`src/rtl/pipe_pkg.sv`:
```
`default_nettype none
// ============================================================================
// Module      : pipe_pkg
// Description : Shared definitions for pipeline stage registers. Holds the
//               EX/MEM control struct, field widths and bit offsets, and the
//               no-op control constant loaded on reset, flush and bubble.
// Revision    : 1.0 - initial release
// ============================================================================
package pipe_pkg;

    // EX/MEM control field: one bit per control line, MSB first
    localparam int EXMEM_CTRL_W    = 6;
    localparam int REGWRITE_BIT    = 5;
    localparam int MEMREAD_BIT     = 4;
    localparam int MEMWRITE_BIT    = 3;
    localparam int MEMTOREG_BIT    = 2;
    localparam int SAVEPC_BIT      = 1;
    localparam int HALT_BIT        = 0;

    // EX/MEM data field layout: {alu, store, pc_plus4, funct3, rd}
    localparam int EXMEM_RD_W      = 5;
    localparam int EXMEM_FUNCT3_W  = 3;
    localparam int EXMEM_PC_W      = 16;
    localparam int EXMEM_STORE_W   = 32;
    localparam int EXMEM_ALU_W     = 32;
    localparam int EXMEM_RD_LSB    = 0;
    localparam int EXMEM_FUNCT3_LSB = EXMEM_RD_LSB + EXMEM_RD_W;
    localparam int EXMEM_PC_LSB    = EXMEM_FUNCT3_LSB + EXMEM_FUNCT3_W;
    localparam int EXMEM_STORE_LSB = EXMEM_PC_LSB + EXMEM_PC_W;
    localparam int EXMEM_ALU_LSB   = EXMEM_STORE_LSB + EXMEM_STORE_W;
    localparam int EXMEM_DATA_W    = EXMEM_ALU_LSB + EXMEM_ALU_W;

    typedef struct packed {
        logic reg_write;
        logic mem_read;
        logic mem_write;
        logic mem_to_reg;
        logic save_pc;
        logic halt;
    } exmem_ctrl_t;

    // All control lines deasserted: downstream treats the slot as a no-op
    localparam exmem_ctrl_t CTRL_NOP = '0;

endpackage : pipe_pkg
`default_nettype wire

```
`src/rtl/pipe_slot.sv`:
```
`default_nettype none
// ============================================================================
// Module      : pipe_slot
// Description : One pipeline entry: a valid bit plus control/data registers.
//               Clear invalidates the entry and returns control to CTRL_RST
//               (data is kept, it is don't-care while invalid). Load captures
//               a new entry. Clear wins over load.
// Revision    : 1.0 - initial release
// ============================================================================
module pipe_slot
    import pipe_pkg::*;
#(
    parameter int                CTRL_W   = 6,
    parameter int                DATA_W   = 88,
    parameter logic [CTRL_W-1:0] CTRL_RST = '0
) (
    input  logic              clk,
    input  logic              rst,
    input  logic              i_clear,
    input  logic              i_load,
    input  logic [CTRL_W-1:0] i_ctrl,
    input  logic [DATA_W-1:0] i_data,
    output logic              o_valid,
    output logic [CTRL_W-1:0] o_ctrl,
    output logic [DATA_W-1:0] o_data
);

    logic              r_valid;
    logic [CTRL_W-1:0] r_ctrl;
    logic [DATA_W-1:0] r_data;

    // Entry register: control is forced to CTRL_RST whenever the entry is invalid
    always_ff @(posedge clk or negedge rst) begin
        if (!rst) begin
            r_valid <= 1'b0;
            r_ctrl  <= CTRL_RST;
            r_data  <= '0;
        end else if (i_clear) begin
            r_valid <= 1'b0;
            r_ctrl  <= CTRL_RST;
        end else if (i_load) begin
            r_valid <= 1'b1;
            r_ctrl  <= i_ctrl;
            r_data  <= i_data;
        end
    end

    assign o_valid = r_valid;
    assign o_ctrl  = r_ctrl;
    assign o_data  = r_data;

endmodule : pipe_slot
`default_nettype wire

```
`src/rtl/pipe_stage_reg.sv`:
```
`default_nettype none
// ============================================================================
// Module      : pipe_stage_reg
// Description : Reusable pipeline stage register carrying a control and a
//               data vector with valid/ready handshaking, synchronous flush
//               and bubble insertion (out_ctrl = CTRL_RST while invalid).
//               Build option PIPE_STAGE_SKID_EN adds a skid slot so that
//               in_ready comes straight from a flop; without it the stage is
//               a single slot with in_ready = !out_valid | out_ready.
// Revision    : 1.0 - initial release
// ============================================================================
module pipe_stage_reg
    import pipe_pkg::*;
#(
    parameter int                CTRL_W   = 6,
    parameter int                DATA_W   = 88,
    parameter logic [CTRL_W-1:0] CTRL_RST = '0
) (
    input  logic              clk,
    input  logic              rst,
    input  logic              flush,
    input  logic              in_valid,
    output logic              in_ready,
    input  logic [CTRL_W-1:0] in_ctrl,
    input  logic [DATA_W-1:0] in_data,
    output logic              out_valid,
    input  logic              out_ready,
    output logic [CTRL_W-1:0] out_ctrl,
    output logic [DATA_W-1:0] out_data,
    output logic [1:0]        occupancy
);

    logic w_main_valid;
    logic w_main_load;
    logic w_main_clear;
    logic w_accept;
    logic w_retire;

    assign w_accept  = in_valid & in_ready;
    assign w_retire  = w_main_valid & out_ready;
    assign out_valid = w_main_valid;

`ifdef PIPE_STAGE_SKID_EN

    logic              w_skid_valid;
    logic              w_skid_load;
    logic              w_skid_clear;
    logic              w_main_from_skid;
    logic [CTRL_W-1:0] w_skid_ctrl;
    logic [DATA_W-1:0] w_skid_data;
    logic [CTRL_W-1:0] w_main_ld_ctrl;
    logic [DATA_W-1:0] w_main_ld_data;

    // Registered ready: the skid slot being empty guarantees room for one more
    assign in_ready  = !w_skid_valid;
    assign occupancy = 2'(w_main_valid) + 2'(w_skid_valid);

    // Slot steering: flush kills both; skid refills main before any new entry
    always_comb begin
        w_main_load      = 1'b0;
        w_main_clear     = 1'b0;
        w_main_from_skid = 1'b0;
        w_skid_load      = 1'b0;
        w_skid_clear     = 1'b0;
        if (flush) begin
            w_main_clear = 1'b1;
            w_skid_clear = 1'b1;
        end else if (w_retire && w_skid_valid) begin
            // in_ready is low here, so no new entry can collide with the move
            w_main_load      = 1'b1;
            w_main_from_skid = 1'b1;
            w_skid_clear     = 1'b1;
        end else if (w_accept && (!w_main_valid || w_retire)) begin
            w_main_load = 1'b1;
        end else if (w_accept) begin
            w_skid_load = 1'b1;
        end else if (w_retire) begin
            w_main_clear = 1'b1;
        end
    end

    assign w_main_ld_ctrl = w_main_from_skid ? w_skid_ctrl : in_ctrl;
    assign w_main_ld_data = w_main_from_skid ? w_skid_data : in_data;

    pipe_slot #(
        .CTRL_W   (CTRL_W),
        .DATA_W   (DATA_W),
        .CTRL_RST (CTRL_RST)
    ) u_skid (
        .clk     (clk),
        .rst     (rst),
        .i_clear (w_skid_clear),
        .i_load  (w_skid_load),
        .i_ctrl  (in_ctrl),
        .i_data  (in_data),
        .o_valid (w_skid_valid),
        .o_ctrl  (w_skid_ctrl),
        .o_data  (w_skid_data)
    );

`else

    logic [CTRL_W-1:0] w_main_ld_ctrl;
    logic [DATA_W-1:0] w_main_ld_data;

    // Single slot: room exists when empty or when the head leaves this cycle
    assign in_ready       = !w_main_valid | out_ready;
    assign occupancy      = {1'b0, w_main_valid};
    assign w_main_ld_ctrl = in_ctrl;
    assign w_main_ld_data = in_data;

    // Slot steering: flush wins; a new entry replaces a retiring one in place
    always_comb begin
        w_main_load  = 1'b0;
        w_main_clear = 1'b0;
        if (flush) begin
            w_main_clear = 1'b1;
        end else if (w_accept) begin
            w_main_load = 1'b1;
        end else if (w_retire) begin
            w_main_clear = 1'b1;
        end
    end

`endif

    pipe_slot #(
        .CTRL_W   (CTRL_W),
        .DATA_W   (DATA_W),
        .CTRL_RST (CTRL_RST)
    ) u_main (
        .clk     (clk),
        .rst     (rst),
        .i_clear (w_main_clear),
        .i_load  (w_main_load),
        .i_ctrl  (w_main_ld_ctrl),
        .i_data  (w_main_ld_data),
        .o_valid (w_main_valid),
        .o_ctrl  (out_ctrl),
        .o_data  (out_data)
    );

endmodule : pipe_stage_reg
`default_nettype wire

```
`config.mk`:
```
export PLATFORM = sky130hd
export DESIGN_NAME = pipe_stage_reg
export DESIGN_NICKNAME = d
export VERILOG_FILES = /design/src/rtl/pipe_pkg.sv /design/src/rtl/pipe_slot.sv /design/src/rtl/pipe_stage_reg.sv
export SDC_FILE = /design/constraint.sdc
export NUM_CORES = 1
export LEC_CHECK = 0
export BUFFER_PORTS_ARGS = -buffer_cell sky130_fd_sc_hd__buf_2
export CORE_MARGIN = 5
export CORE_UTILIZATION = 48
export DETAILED_ROUTE_END_ITERATION = 10
export PLACE_DENSITY = 0.82
export SLEW_MARGIN = 25
export SYNTH_ARGS = -nofsm -noshare
export SYNTH_HDL_FRONTEND = slang
export SYNTH_SLANG_ARGS = --single-unit
```
`constraint.sdc`:
```
create_clock -name clk -period 2.9 [get_ports clk]
set_input_delay 0.435 -clock clk [delete_from_list [all_inputs] [get_ports clk]]
set_output_delay 0.435 -clock clk [all_outputs]
set_load 0.005 [all_outputs]
```
Word-level counts from Yosys, hierarchy flattened
Index checks and enable logic that the tools add are counted.
{"block": "totals", "regBits": 95, "inputBits": 99, "word_cells": 19}
{"block": "op_classes", "mux": 9, "bitwise_logic": 4, "reduce_logical": 3}
{"cell": "$mux W6", "n": 2}
{"cell": "$mux W1", "n": 7}
{"cell": "$and A1 B1 Y1", "n": 2}
{"cell": "$reduce_and A2 Y1", "n": 1}
{"cell": "$reduce_bool A2 Y1", "n": 1}
{"cell": "$logic_not A1 Y1", "n": 1}
{"cell": "$not A1 Y1", "n": 1}
{"cell": "$or A1 B1 Y1", "n": 1}

Logic depth before layout (Yosys ltp)
{"block": "depth", "word_depth": 7, "depth_mapped": 5, "depth_no_buf": 4}

Hierarchy
A second synthesis with hierarchy kept.
{"block": "unflattened", "hier_cells": 217, "area_unflattened_um2": 3726.1}
{"mod": "pipe_slot", "n_inst": 1, "cells_each": 210, "area_each_um2": 3673.5}
{"mod": "pipe_stage_reg", "n_inst": 1, "cells_each": 7, "area_each_um2": 52.6}

Worst setup path after synthesis
Ideal clock, no wire load.
{"block": "synth_path", "path_kind": "input-to-reg", "from": "input out_ready", "to": "register u_main.r_data[56], in the netlist u_main.o_data[56]", "setup_ns": 0.127, "t_arrival_ns": 1.512, "t_required_ns": 2.773, "slack_ns": 1.261, "path_stages": 5, "path_buffers": 2, "path_cell_list": "and2b_4 > nor3b_4 > buf_4 > buf_6 > mux2_1"}
{"block": "synth_via", "elab_chain_len": 6, "elab_cells_between_ends": 10, "classes_between": "5 x mux; 4 x bitwise; 1 x reduce/logical"}
{"element": "from (decl)", "line_no": "pipe_stage_reg.sv:27", "source": "input logic out_ready,"}
{"element": "$and A1 B1 Y1 / $or A1 B1 Y1 (equally long branches)", "line_no": "pipe_stage_reg.sv:40, pipe_stage_reg.sv:107"}
{"element": "$mux W1 / $and A1 B1 Y1 (equally long branches)", "line_no": "pipe_stage_reg.sv:120, pipe_stage_reg.sv:39"}
{"element": "$mux W1", "line_no": "pipe_stage_reg.sv:118", "source": "end else if (w_accept) begin"}
{"element": "$mux W1", "line_no": "pipe_stage_reg.sv:116", "source": "if (flush) begin"}
{"element": "$not A1 Y1 (no line)"}
{"element": "$reduce_and A2 Y1 (no line) (*)"}
{"element": "to (signal assigned)", "line_no": "pipe_slot.sv:44", "source": "r_data <= i_data;"}
{"element": "to (decl)", "line_no": "pipe_slot.sv:30", "source": "logic [DATA_W-1:0] r_data;"}
Mark *: on every way between the ends. The rest lies on a longest branch, timed or not.
A chain may end at the register's enable or synchronous reset.

Worst setup path in the final report
{"block": "layout_path", "from": "register u_main.r_valid, in the netlist u_main.o_valid", "to": "register u_main.r_data[17], in the netlist u_main.o_data[17]"}
{"block": "layout_via", "elab_chain_len": 7, "elab_cells_between_ends": 11, "classes_between": "5 x mux; 4 x bitwise; 2 x reduce/logical"}
{"element": "from (decl)", "line_no": "pipe_slot.sv:28", "source": "logic r_valid;"}
{"element": "from (signal assigned)", "line_no": "pipe_slot.sv:35", "source": "r_valid <= 1'b0;"}
{"element": "from (signal assigned)", "line_no": "pipe_slot.sv:39", "source": "r_valid <= 1'b0;"}
{"element": "from (signal assigned)", "line_no": "pipe_slot.sv:42", "source": "r_valid <= 1'b1;"}
{"element": "$logic_not A1 Y1", "line_no": "pipe_stage_reg.sv:107", "source": "assign in_ready = !w_main_valid | out_ready;"}
{"element": "$or A1 B1 Y1", "line_no": "pipe_stage_reg.sv:107"}
{"element": "$and A1 B1 Y1", "line_no": "pipe_stage_reg.sv:39", "source": "assign w_accept = in_valid & in_ready;"}
{"element": "$mux W1", "line_no": "pipe_stage_reg.sv:118"}
{"element": "$mux W1", "line_no": "pipe_stage_reg.sv:116"}
{"element": "$not A1 Y1 (no line)"}
{"element": "$reduce_and A2 Y1 (no line) (*)"}
Marked as above.

==> results.md <==
- Worst-Margin Slew: 550.0 ps
- Final slew viol count: 0
- Initial antenna violation count: 0
- Critical path launch point type: flip-flop
- NumNets Final: roughly 500
- DRC viols: 0
- Vias in the first global route: around 2600
- Vias: ~2500
- Share of layout cells above drive strength 1: 68.19%
- Unrepaired setup endpoints after global routing: no
- H-tree depth: 3
- Congestion Overflow GR: 0
- Instance count of the mapped netlist: about 220
- Clock root buffer: clkbuf_8
- Worst-skew pair later-pin latency: between 300 and 400 ps
- First-pass GRT wire length: between 10 and 15 mm
- Reported max-cap violation count: 0
- Core ar.: 0.007253 mm^2
- Clk_skew: approximately 11 ps
- Worst-path cell chain: and2b_4 > nor3b_4 > buf_12 > mux2_2
- Setup TNS: 0 ps
- Tmin final: between 1500 and 2000 ps
- Crit-path slowest cell: dfrtp_1
- Num CTS Buffers: 9
- Yosys warns: 0
- Final Wtd Congestion: between 0.6 and 0.7
- Total GRT Usage: between 15 and 20%
- # setup viols final: 0
- DR iter-0 viols: 52
- Pwr Density: 670.7 mW/mm^2
- Drt pass-1 iters: 4
- CTS clk-pin slew, worst paths: about 90 ps
- Clk buf depth: 2
- CP max FO: 87
- Io pins: approximately 200
- Critical path class: reg -> reg
- R2R setup slack: 1060 ps
- Synth Register Bits: 95
- Lkg Pwr: between 0.002 and 0.0025 uW
- Initial core utilization: between 40% and 50%
- Clock tree sinks: 95
- Yosys cell types: 13
- Status: completed
- Largest net degree at the start of global routing: just under 90
- Max Fclk: 543.2 MHz
- CTS resizes: 0
- Seq/Total Area, Yosys: 66.36%
- Commonest non-fill, non-tap cell in the layout: buf_2
- Max incr delay on CP: 430 ps
- Post-route ant nets: 0
- VDD IR max: roughly 0.00034 V
- # hold bufs at CTS: 0
- HPWL after DPL: 6.461 mm
- Finished Cell Area: 0.004887 mm^2
- CTS tree: done
- Die area: 0.009291 mm^2
- Filler cells: 556
- Data required, critical path: around 3100 ps
- Die Height: just under 100 um
- Min-delay worst type: in -> async
- Drt total wl: approximately 8.4 mm
- Mapped Nets: ~310
- Slew HR: between 60 and 70%
- Final Hold Viols: 0
- Most frequent cells in the layout: buf_2, dfrtp_1, mux2_2
- Cell Area, Synth: about 0.0036 mm^2
- Period utilization: between 60% and 70%
- Port bufs: 195
- Row Count: 31
- CP Capture Type: flip-flop
- Routed WL per cell: ~16 um
- CP Data Arrival Time: 2070 ps
- Die extent in x: ~96 um
- Vias per inst: between 4 and 5
- Area delta synth->final: 36.43%
- Syn_area_per_cell: approximately 17 um^2
- Post-CTS setup buffer count: 0
- Number of antenna diodes: 0
- Placed cell area: between 0.004 and 0.005 mm^2
## sequential cells by signal, indices dropped and copies added, names as in the netlist
name / count
u_main.o_data: 88
u_main.o_ctrl: 6
u_main.o_valid: 1
## critical path, delay by kind of cell (launching register included)
family                 cells  cell delay [ps]
DFF                        1              430
and+or+nand+nor            2              440
buffers and inverters      1              380
muxes                      1              390
## metrics by stage
step / hold WS, ps / cells / util [%] / setup slack [ps] / total power [uW]
6_report: 89.70 / 514 / 67.38 / 1059 / 3278
5_1_grt: 113.6 / 514 / 67.38 / 984.8 / 3461
4_1_cts: 98.00 / 514 / 67.38 / 1067 / 3320
3_5_place_dp: 470.1 / 499 / 64.07 / 980.8 / 2287
3_3_place_gp: 461.2 / 499 / 64.07 / 1024 / 2256
2_1_floorplan: 139.4 / 215 / - / 1261 / 1921
## kinds of logic after synthesis
kind of cell,count (synthesis),share of synthesized area [%]
buffers and inverters,14,2.480
and+or+nand+nor,10,1.642
muxes,89,27.94
DFF,95,66.36
AOI/OAI and AO/OA,6,1.467
other,1,0.1047
## worst paths after layout
check / start / to / cells past startpoint
worst min-delay path: rst / u_main.o_data[53]$_DFFE_PN0P_ / 1
min in group clk: in_data[58] / u_main.o_data[58]$_DFFE_PN0P_ / 2
max in group asynchronous: rst / u_main.o_data[4]$_DFFE_PN0P_ / 2
worst min register to register: u_main.o_data[58]$_DFFE_PN0P_ / u_main.o_data[58]$_DFFE_PN0P_ / 1
worst max register to register: u_main.o_valid$_DFFE_PN0P_ / u_main.o_data[17]$_DFFE_PN0P_ / 4
worst max-delay path: u_main.o_valid$_DFFE_PN0P_ / u_main.o_data[17]$_DFFE_PN0P_ / 4
## metal layers
metal	vias to the layer above	share of wire [%]	track usage, %	wire length (um)
met5	-	0	0	0
met4	0	1.0	6.308	85
met3	8	10	5.887	874
met2	116	51	30.02	4247
met1	1191	38	21.38	3153
li1	1146	-	-	-
## final cells by class
| type | count | area (um^2) | share of cell area, % |
|---|---|---|---|
| Clock buffer | 9 | 123.9 | 2.535 |
| Sequential cell | 95 | 2377 | 48.64 |
| Timing Repair Buffer | 198 | 1026 | 20.99 |
| Multi-Input combinational cell | 106 | 1116 | 22.84 |
| Inverter | 1 | 3.754 | 0.07680 |
| Tap cell | 99 | 123.9 | 2.535 |
| Clock inverter | 6 | 116.4 | 2.381 |
## Yosys cell counts
cell	count	area (um^2)
buf_6	2	22.52
mux2_1	20	225.2
mux2_2	68	765.7
mux2i_1	1	10.01
buf_2	8	40.04
buf_4	3	22.52
nor3b_4	1	18.77
dfrtp_1	95	2377
and2b_4	1	10.01
nor2_1	8	30.03
a32oi_1	6	52.55
inv_1	1	3.750
conb_1	1	3.750
## power by group
| part | internal, uW | switching (uW) |
|---|---|---|
| Combinational | 359 | 248 |
| Clock | 578 | 457 |
| Sequential | 1540 | 98.4 |
| Total | 2470 | 803 |
Power figures use the tool's default switching activity.
